**src/rtl/snax_tcdm_bank_rr_arbiter.sv**
```systemverilog
// Round-robin arbiter sharing one TCDM bank between NumInp requesters.
// Read responses follow the winner through a fixed-latency index pipe.
module snax_tcdm_bank_rr_arbiter #(
  parameter int unsigned NumInp     = 4,
  parameter int unsigned AddrWidth  = 10,
  parameter int unsigned DataWidth  = 64,
  parameter int unsigned MemLatency = 1,
  parameter int unsigned StrbWidth  = DataWidth / 8
) (
  input  logic                          clk_i,
  input  logic                          rst_ni,
  input  logic [NumInp-1:0]             in_q_valid_i,
  output logic [NumInp-1:0]             in_q_ready_o,
  input  logic [NumInp*AddrWidth-1:0]   in_q_addr_i,
  input  logic [NumInp-1:0]             in_q_write_i,
  input  logic [NumInp*DataWidth-1:0]   in_q_data_i,
  input  logic [NumInp*StrbWidth-1:0]   in_q_strb_i,
  output logic [NumInp-1:0]             in_p_valid_o,
  output logic [DataWidth-1:0]          in_p_data_o,
  output logic                          mem_req_o,
  input  logic                          mem_gnt_i,
  output logic [AddrWidth-1:0]          mem_addr_o,
  output logic                          mem_we_o,
  output logic [DataWidth-1:0]          mem_wdata_o,
  output logic [StrbWidth-1:0]          mem_be_o,
  input  logic [DataWidth-1:0]          mem_rdata_i
);

  localparam int unsigned IdxW =
    (NumInp > 1) ? $clog2(NumInp) : 1;

  logic [IdxW-1:0]       rr_q, rr_d;
  logic [IdxW-1:0]       win;
  logic                  hs;
  logic [MemLatency-1:0] pv_q, pv_d;
  logic [IdxW-1:0]       pi_q [MemLatency];
  logic [IdxW-1:0]       pi_d [MemLatency];

  // Scan backwards so the closest valid slot after rr_q wins.
  always_comb begin
    win = rr_q;
    for (int k = NumInp - 1; k >= 0; k--) begin
      int unsigned j;
      j = (int'(rr_q) + k) % NumInp;
      if (in_q_valid_i[j]) win = IdxW'(j);
    end
  end

  assign mem_req_o   = rst_ni & (|in_q_valid_i);
  assign hs          = mem_req_o & mem_gnt_i;
  assign mem_addr_o  = in_q_addr_i[AddrWidth*win +: AddrWidth];
  assign mem_we_o    = in_q_write_i[win];
  assign mem_wdata_o = in_q_data_i[DataWidth*win +: DataWidth];
  assign mem_be_o    = in_q_strb_i[StrbWidth*win +: StrbWidth];

  always_comb begin
    in_q_ready_o      = '0;
    in_q_ready_o[win] = hs;
  end

  always_comb begin
    rr_d = rr_q;
    if (hs) begin
      rr_d = (win == IdxW'(NumInp - 1)) ? '0 : win + 1'b1;
    end
  end

  always_comb begin
    pv_d    = '0;
    pv_d[0] = hs & ~mem_we_o;
    pi_d[0] = win;
    for (int i = 1; i < MemLatency; i++) begin
      pv_d[i] = pv_q[i-1];
      pi_d[i] = pi_q[i-1];
    end
  end

  always_ff @(posedge clk_i or negedge rst_ni) begin
    if (!rst_ni) begin
      rr_q <= '0;
      pv_q <= '0;
      for (int i = 0; i < MemLatency; i++) pi_q[i] <= '0;
    end else begin
      rr_q <= rr_d;
      pv_q <= pv_d;
      for (int i = 0; i < MemLatency; i++) pi_q[i] <= pi_d[i];
    end
  end

  always_comb begin
    in_p_valid_o = '0;
    in_p_valid_o[pi_q[MemLatency-1]] = pv_q[MemLatency-1];
  end

  assign in_p_data_o = mem_rdata_i;

`ifndef SYNTHESIS
  always @(posedge clk_i) begin
    if (rst_ni) begin
      assert ($onehot0(in_q_ready_o));
      assert ($onehot0(in_p_valid_o));
      assert ((in_q_ready_o & ~in_q_valid_i) == '0);
    end
  end
`endif

endmodule

```
**config.mk**
```make
export PLATFORM = sky130hd
export DESIGN_NAME = snax_tcdm_bank_rr_arbiter
export DESIGN_NICKNAME = d
export VERILOG_FILES = /design/src/rtl/snax_tcdm_bank_rr_arbiter.sv
export SDC_FILE = /design/constraint.sdc
export NUM_CORES = 1
export LEC_CHECK = 0
export CAP_MARGIN = 30
export CORE_AREA = 8 8 210 212
export CTS_CLUSTER_DIAMETER = 80
export DETAILED_ROUTE_END_ITERATION = 8
export DIE_AREA = 0 0 218 220
export PLACE_DENSITY_LB_ADDON = 0.12
export SLEW_MARGIN = 5
export SYNTH_ARGS = -nofsm -noshare
export SYNTH_HDL_FRONTEND = slang
export SYNTH_SLANG_ARGS = --single-unit
```
**constraint.sdc**
```tcl
create_clock -name clk_i -period 5.63 [get_ports clk_i]
set_clock_uncertainty 0.1 [all_clocks]
set_input_delay 1.126 -clock clk_i [delete_from_list [all_inputs] [get_ports clk_i]]
set_output_delay 1.126 -clock clk_i [all_outputs]
set_load 0.05 [all_outputs]
```
======== Word level (Yosys, flattened, before mapping) ========
Index checks and enable logic that the tools add are counted.
storage, ports and cells
  output and inout bits ................... 156
  register bits ........................... 5
  word-level logic and storage cells ...... 48
  input bits .............................. 403
cells by class
  bitwise gates (word level) .............. 6
  reductions and logical operators ........ 3
  equality and inequality tests ........... 1
  $lt $le $gt $ge ......................... 8
  multiply operators ...................... 1
  shifts and indexed selects .............. 3
  multiplexer cells ....................... 19
  add/sub/neg operators ................... 4
operator list
  cell                   number
  $shiftx A256 B9 Y64    1
  $shiftx A40 B7 Y10     1
  $shiftx A32 B6 Y8      1
  $lt A2 B3 Y1 const B   6
  $bmux W1 S2            5
  $mux W2                5
  $and A4 B4 Y4          2
  $mux W1                7
  $mul A3 B2 Y5 const A  1
  $add A2 B1 Y2 const B  2
  $add A2 B2 Y2 const B  2
  $demux W1 S2           2
  $ge A2 B1 Y1 const B   2
  $reduce_or A4 Y1       1
  $and A1 B1 Y1          3
  $eq A2 B2 Y1 const B   1
  $logic_and A1 B1 Y1    2
  $not A1 Y1             1

======== Longest topological paths before layout ========
Gate-level depths: netlist of the first run.
  word-level depth ........................ 12
  mapped depth ............................ 9
  depth with buffers taken out ............ 6

======== Worst setup path before layout of the first run ========
Ideal clock, no wire load.
  kind .................................... input to output
  start point ............................. in in_q_valid_i[2]
  end point ............................... out mem_wdata_o[12]
  stages on the path ...................... 8
  buffers on the path ..................... 3
  path slack .............................. 1.391 ns
  data arrival time ....................... 3.013 ns
  data required time ...................... 4.404 ns
  cells stage by stage .................... nor2b_1 > o21ai_1 > and3_1 > buf_4 > buf_2 > clkbuf_1 > a21oi_1 > a22oi_1
between the ends
  cells in the longest elaborated chain, start to end .. 7
  elaborated cells between the ends (all ways) .. 13
  classes of those cells .................. 1 x shift; 12 x mux
RTL lines
  what                           RTL line  text
  start: declaration             12        input logic [NumInp-1:0] in_q_valid_i,
  $bmux W1 S2                    45        if (in_q_valid_i[j]) win = IdxW'(j);
  $mux W1 (not written as such)  45
  $mux W2 (3 in a row)           45
  $mux W2 *                      45
  $shiftx A256 B9 Y64 *          53        assign mem_wdata_o = in_q_data_i[DataWidth*win +: DataWidth];
  end: declaration               24        output logic [DataWidth-1:0] mem_wdata_o,
Mark *: on every way between the ends. The rest lies on a longest branch, timed or not. The select of a mux whose other input is x is not followed.

======== Final worst setup path of the first run ========
  start point ............................. in in_q_valid_i[0]
  end point ............................... out mem_wdata_o[28]
The elaborated chain is that of the path after synthesis.

==> results of run 1 <==
## state kept, by name, indices dropped and copies added (netlist names)
| signal | count |
|---|---|
| pi_q | 2 |
| rr_q | 2 |
| pv_q | 1 |
## worst register-to-register path, delay by kind of cell, from the launching register on
kind                   cells  cell delay, ns
buffers and inverters      3            0.93
DFF                        1            0.42
AOI/OAI and AO/OA          3            0.54
and+or+nand+nor            2            0.32
## per-stage QoR
stage                     total power [mW]  std cells  hold WS (ns)  setup WS [ns]  cell area [um2]
final                                4.474       1353        0.4341         0.8373             8312
after global routing                 4.723       1353        0.4887         0.6462             8312
after CTS                            4.560       1353        0.4441         0.7849             8312
after detailed placement             4.429       1349        0.4390         0.8007             8233
after global placement               4.468       1349        0.4340         0.7719             8233
after floorplan                      2.623        486        0.3859          1.391             3317
## cell usage in the layout, fill, tap and decap left out
cell type        instances
a2111oi_0                1
o21ai_1                  1
nor2b_1                  2
a21oi_1                 87
mux2_2                   1
clkbuf_1                 1
clkbuf_16                3
buf_12                  65
nor2_4                   1
buf_4                   32
ha_1                     4
nand2_1                 87
o41a_1                   1
o31ai_1                  1
a22oi_1                 83
and3_1                   5
inv_8                    1
dfrtp_1                  5
and3_4                   1
a211o_1                  1
nor2_1                   3
nor3b_1                  2
mux2i_1                 82
a21o_1                   1
nand2b_1                 2
and3b_1                  1
clkdlybuf4s50_1        344
inv_1                    2
a22o_1                   1
## cells by family after synthesis
logic type / after synthesis / synth area share (%)
buf+inv: 113 / 23.09
compound gates: 177 / 33.65
mux: 83 / 25.08
simple gates: 104 / 12.90
fa+ha+maj: 4 / 1.509
flops: 5 / 3.772
## metal layers
metal	vias to the layer above	share of wire [%]
li1	2381	-
met1	2182	35
met2	248	55
met3	42	8.2
met4	0	2.3
met5	-	0
## report_power, final
part           internal (mW)  switching, mW
Sequential            0.0511         0.0155
Clock                 0.0936         0.0213
Combinational           1.79           2.50
## cell type report
class                           instances  area, um2
Clock buffer                            4      78.83
Timing Repair Buffer                  441       4985
Tap cell                              532      665.6
Inverter                                3      18.77
Sequential cell                         5      125.1
Fill cell                            4512      32240
Multi-Input combinational cell        368       2439
## worst paths after layout
path | end | slack, ns
setup / recovery | mem_wdata_o[28] | 0.84
hold / removal | rr_q[0] | 0.43
setup reg to reg | pv_q | 3.26
hold reg to reg | rr_q[0] | 0.43
max in group asynchronous | pv_q | 4.13
min in group asynchronous | rr_q[0] | 1.06
==> metrics.csv, run 1 <==
metric;value;unit
setup_viol;0;
drtPass1Iterations;4;
drtIter0Drc;176;
hold_path_class;register to register;
fmax;0.2087;GHz
antenna_found_initial;0;
area_growth;150.6;%
finalWeightedCongestion;0.7267;
syn_inst;486;
synth.ff_latch_count;5;
r2r_cells;8;
final_antenna_net_count;0;
synthDominantCellAreaShare;24.75;%
cp-start-kind;input pin;
powerDensity;538.3;nW/um2
postCtsSetupBuffers;0;
cts_hold_buf;0;
grtUsageMet3;3.058;%
cp_data_arrival_time;3.57;ns
grt_max_degree;169;
worstSetupEndpointType;output port;
worst-path-max-fanout;50;
cp.depth;9;
ys_seq_area_share;3.772;%
grt_usage;9.645;%
final_core_util;20.50;%
cts_resized;0;
grt_overflow_total;0;
crit_type;input pin to output port;
cts_root_buffer;clkbuf_16;
vias;4853;
slew_viol_final;0;
path_buf_inv;4;
clock_latency;0.22;ns
hold_start;rr_q[0];
fp.dieW;218;um
path_delay_family;buffers and inverters;
synth_nets;893;
clkSlewWorstSetupHoldPaths;0.03;ns
final.period_utilization;85.13;%
tns;0;ns
worstSetupStartpoint;in_q_valid_i[0];
cap_violations;0;
initial_core_util;8.179;%
status;finished, final reports clean;
gr-usage-met2;18.63;%
synth-edff-count;0;
ys.flop_type;dfrtp_1;
r2r_start;rr_q[1];
fin_nets;1229;
ys_warn_count;0;
cts_tree;done;
critical_path.max_stage_delay;0.55;ns
rows;74;
min_period;4.793;ns
hold_viol;0;
io_buffer_count;430;
irDropWorstVdd;0.2691;mV
dieArea;47960;um2
grt_pass1_vias;5192;
yosysUniqueCellTypes;28;
critPathSlowestCell;clkdlybuf4s50_1;
die_h;220;um
drt_wl_total;25.45;mm
slew_headroom;47.97;%
synth_top_area_cell;mux2i_1;
diodes;0;
wl_per_cell;18.81;um
synth.avg_cell_area;6.825;um2
coreArea;40550;um2
rsz0062_at_grt;false;
cts_buffers;3;
drive_above_1_share;12.67;%
top_usage_layer;met2;
vias_per_cell;3.587;
grt_pass1_wl;35.19;mm
synthArstFlopShare;100.0;%
syn-cell-area;3317;um2
cts_sinks;5;
drc_errors;0;
cts.path.max_buffers;2;
io_pins;559;
yosys-top-cells-count;a21oi_1, nand2_1, a22oi_1;
crit_chain;clkdlybuf4s50_1, nor2_1, a211o_1, and3_4, inv_8, buf_4, nand2_1, a22oi_1, buf_12;
h-tree-depth;1;
hold_path_depth;2;
worstPathRequired;4.40;ns
synth_area_leaders;mux2i_1, a22oi_1, buf_4, a21oi_1, nand2_1;
worstMarginPinSlew;0.7805;ns
post-dp-hpwl;21.48;mm
grt.met1_usage;9.872;%
p_leak;3.453;nW
Power figures use the tool's default switching activity.
==> run 2: changes to the inputs <==
--- a/config.mk
+++ b/config.mk
@@ -6,12 +6,12 @@
 export NUM_CORES = 1
 export LEC_CHECK = 0
 export CAP_MARGIN = 30
-export CORE_AREA = 8 8 210 212
+export CORE_AREA = 2 2 216 218
 export CTS_CLUSTER_DIAMETER = 80
 export DETAILED_ROUTE_END_ITERATION = 8
 export DIE_AREA = 0 0 218 220
 export PLACE_DENSITY_LB_ADDON = 0.12
-export SLEW_MARGIN = 5
+export SLEW_MARGIN = 20
 export SYNTH_ARGS = -nofsm -noshare
 export SYNTH_HDL_FRONTEND = slang
 export SYNTH_SLANG_ARGS = --single-unit
==> metrics.csv, run 2 (synthesized netlist as in run 1, its figures left out) <==
metric;value;unit;change
status;finished, final reports clean;;
worst-path-max-fanout;87;;+74%
cts_root_buffer;clkbuf_16;;
clock_latency;0.23;ns;about the same
cts_hold_buf;0;;unchanged
drive_above_1_share;13.70;%;+1.0 points
h-tree-depth;1;;unchanged
multi_input_area;2439;um2;unchanged
fmax;0.2037;GHz;-2.4%
grt_usage;8.832;%;-0.81 points
final_cell_mix;clkdlybuf4s50_1, a21oi_1, nand2_1;;
grt_pass1_vias;4958;;-4.5%
die_h;220;um;unchanged
drt_wl_total;23.78;mm;-6.6%
fp.dieW;218;um;unchanged
cp_data_arrival_time;3.68;ns;+0.11 ns
postCtsSetupBuffers;0;;unchanged
slew_viol_final;0;;unchanged
top_regs;pi_q x2, rr_q x2, pv_q x1;;
vias;4898;;+0.93%
min_period;4.910;ns;+0.1176 ns
cts.path.max_buffers;2;;unchanged
worstSetupEndpointType;output port;;
dp.cells;1435;;+6.4%
tns;0;ns;unchanged
coreArea;45860;um2;+13%
fin_nets;1240;;+0.90%
placed_area;8374;um2;+1.7%
powerDensity;528.7;nW/um2;-1.8%
final_antenna_net_count;0;;unchanged
initial_core_util;7.232;%;-0.95 points
finalInstanceArea;8453;um2;+1.7%
hold_viol;0;;unchanged
io_buffer_count;430;;unchanged
dieArea;47960;um2;unchanged
io_pins;559;;unchanged
grt_pass1_wl;31.82;mm;-9.6%
slew_headroom;34.55;%;-13 points
hold_path_class;register to register;;
final.period_utilization;87.22;%;+2.1 points
drtIter0Drc;168;;-4.5%
cts_tree;done;;
final-seq-area;125.1;um2;unchanged
post-dp-hpwl;20.24;mm;-5.8%
p_leak;3.485;nW;+0.95%
finalWeightedCongestion;0.7616;;+4.8%
vias_per_cell;3.404;;-5.1%
rows;79;;+6.8%
setup_viol;0;;unchanged
crit_type;input pin to output port;;
drtPass1Iterations;4;;unchanged
cts_resized;0;;unchanged
grt_overflow_total;0;;unchanged
mostFrequentLayoutCell;clkdlybuf4s50_1;;
worstPathRequired;4.40;ns;about the same
clkSlewWorstSetupHoldPaths;0.03;ns;about the same
finalNonFillerCells;1439;;+6.4%
cap_violations;0;;unchanged
critical_path.max_stage_delay;0.70;ns;+0.15 ns
timing.hold.ws;0.4429;ns;+0.008801 ns
drc_errors;0;;unchanged
worstMarginPinSlew;0.9817;ns;+0.2012 ns
irDropWorstVdd;0.2324;mV;-14%
rsz0062_at_grt;false;;
wl_per_cell;16.52;um;-12%
power;4.470;mW;about the same
critPathSlowestCell;buf_4;;
cts_buffers;3;;unchanged
cts_sinks;5;;unchanged
cp-start-kind;input pin;;
n_fill_cell;5211;;+15%
antenna_found_initial;0;;unchanged
diodes;0;;unchanged
crit_chain;clkdlybuf4s50_1, nor3b_1, a2111oi_0, buf_4, nor2_4, buf_4, a21oi_1, a22oi_1, buf_12;;
crit_top_cell;buf_4;;
grt_max_degree;88;;-48%
area_growth;154.8;%;
## run 2: cell count changes in the layout (fill, tap and decap cells not counted)
cell,delta
buf_4,+13
clkdlybuf4s50_1,+1
buf_12,-3
## run 2: through the flow
stage | util, % | worst slack, ns
2_1_floorplan | - | 1.391
3_3_place_gp | 18.26 | 0.7317
3_5_place_dp | 18.26 | 0.7205
4_1_cts | 18.43 | 0.6996
5_1_grt | 18.43 | 0.5390
6_report | 18.43 | 0.7197
## run 2: where the power goes
group	internal, mW	switching [mW]
sequential	0.0510	0.0167
combinational	1.79	2.50
clock	0.0938	0.0227
## run 2: worst paths after layout
path | from | end | slack, ns | cells after the start
max in group asynchronous | rst_ni | pv_q | 4.13 | 1
setup reg to reg | rr_q[1] | pv_q | 3.26 | 7
hold / removal | rr_q[0] | rr_q[0] | 0.44 | 2
min in group asynchronous | rst_ni | rr_q[1] | 1.06 | 1
setup / recovery | in_q_valid_i[1] | mem_wdata_o[10] | 0.72 | 9
hold reg to reg | rr_q[0] | rr_q[0] | 0.44 | 2
## run 2: cell type report
| class | count | area share (%) |
|---|---|---|
| clock buffers | 4 | 0.9325 |
| inverters | 3 | 0.2220 |
| multi-input cells | 368 | 28.85 |
| flip-flops and latches | 5 | 1.480 |
| well taps | 607 | 8.985 |
| repair buffers | 452 | 59.53 |
## run 2: critical path: cells and delay by family
family,cells,cell delay [ns]
buf+inv,4,1.55
compound gates,3,0.49
simple gates,2,0.39
## run 2: routing by layer
metal / share of wire, % / GRT usage (%) / routed length (um)
met1: 37 / 9.702 / 8817
met2: 52 / 16.66 / 12430
met3: 7.6 / 2.043 / 1811
met4: 3.0 / 2.766 / 721
met5: 0 / 0 / 0
==> run 3: changes to the inputs <==
--- a/config.mk
+++ b/config.mk
@@ -11,6 +11,7 @@
 export DETAILED_ROUTE_END_ITERATION = 8
 export DIE_AREA = 0 0 218 220
 export PLACE_DENSITY_LB_ADDON = 0.12
+export SETUP_SLACK_MARGIN = 0.3
 export SLEW_MARGIN = 20
 export SYNTH_ARGS = -nofsm -noshare
 export SYNTH_HDL_FRONTEND = slang
==> results of run 3 <==
Same layout as run 2: the final DEF is identical, and so are final timing and power.
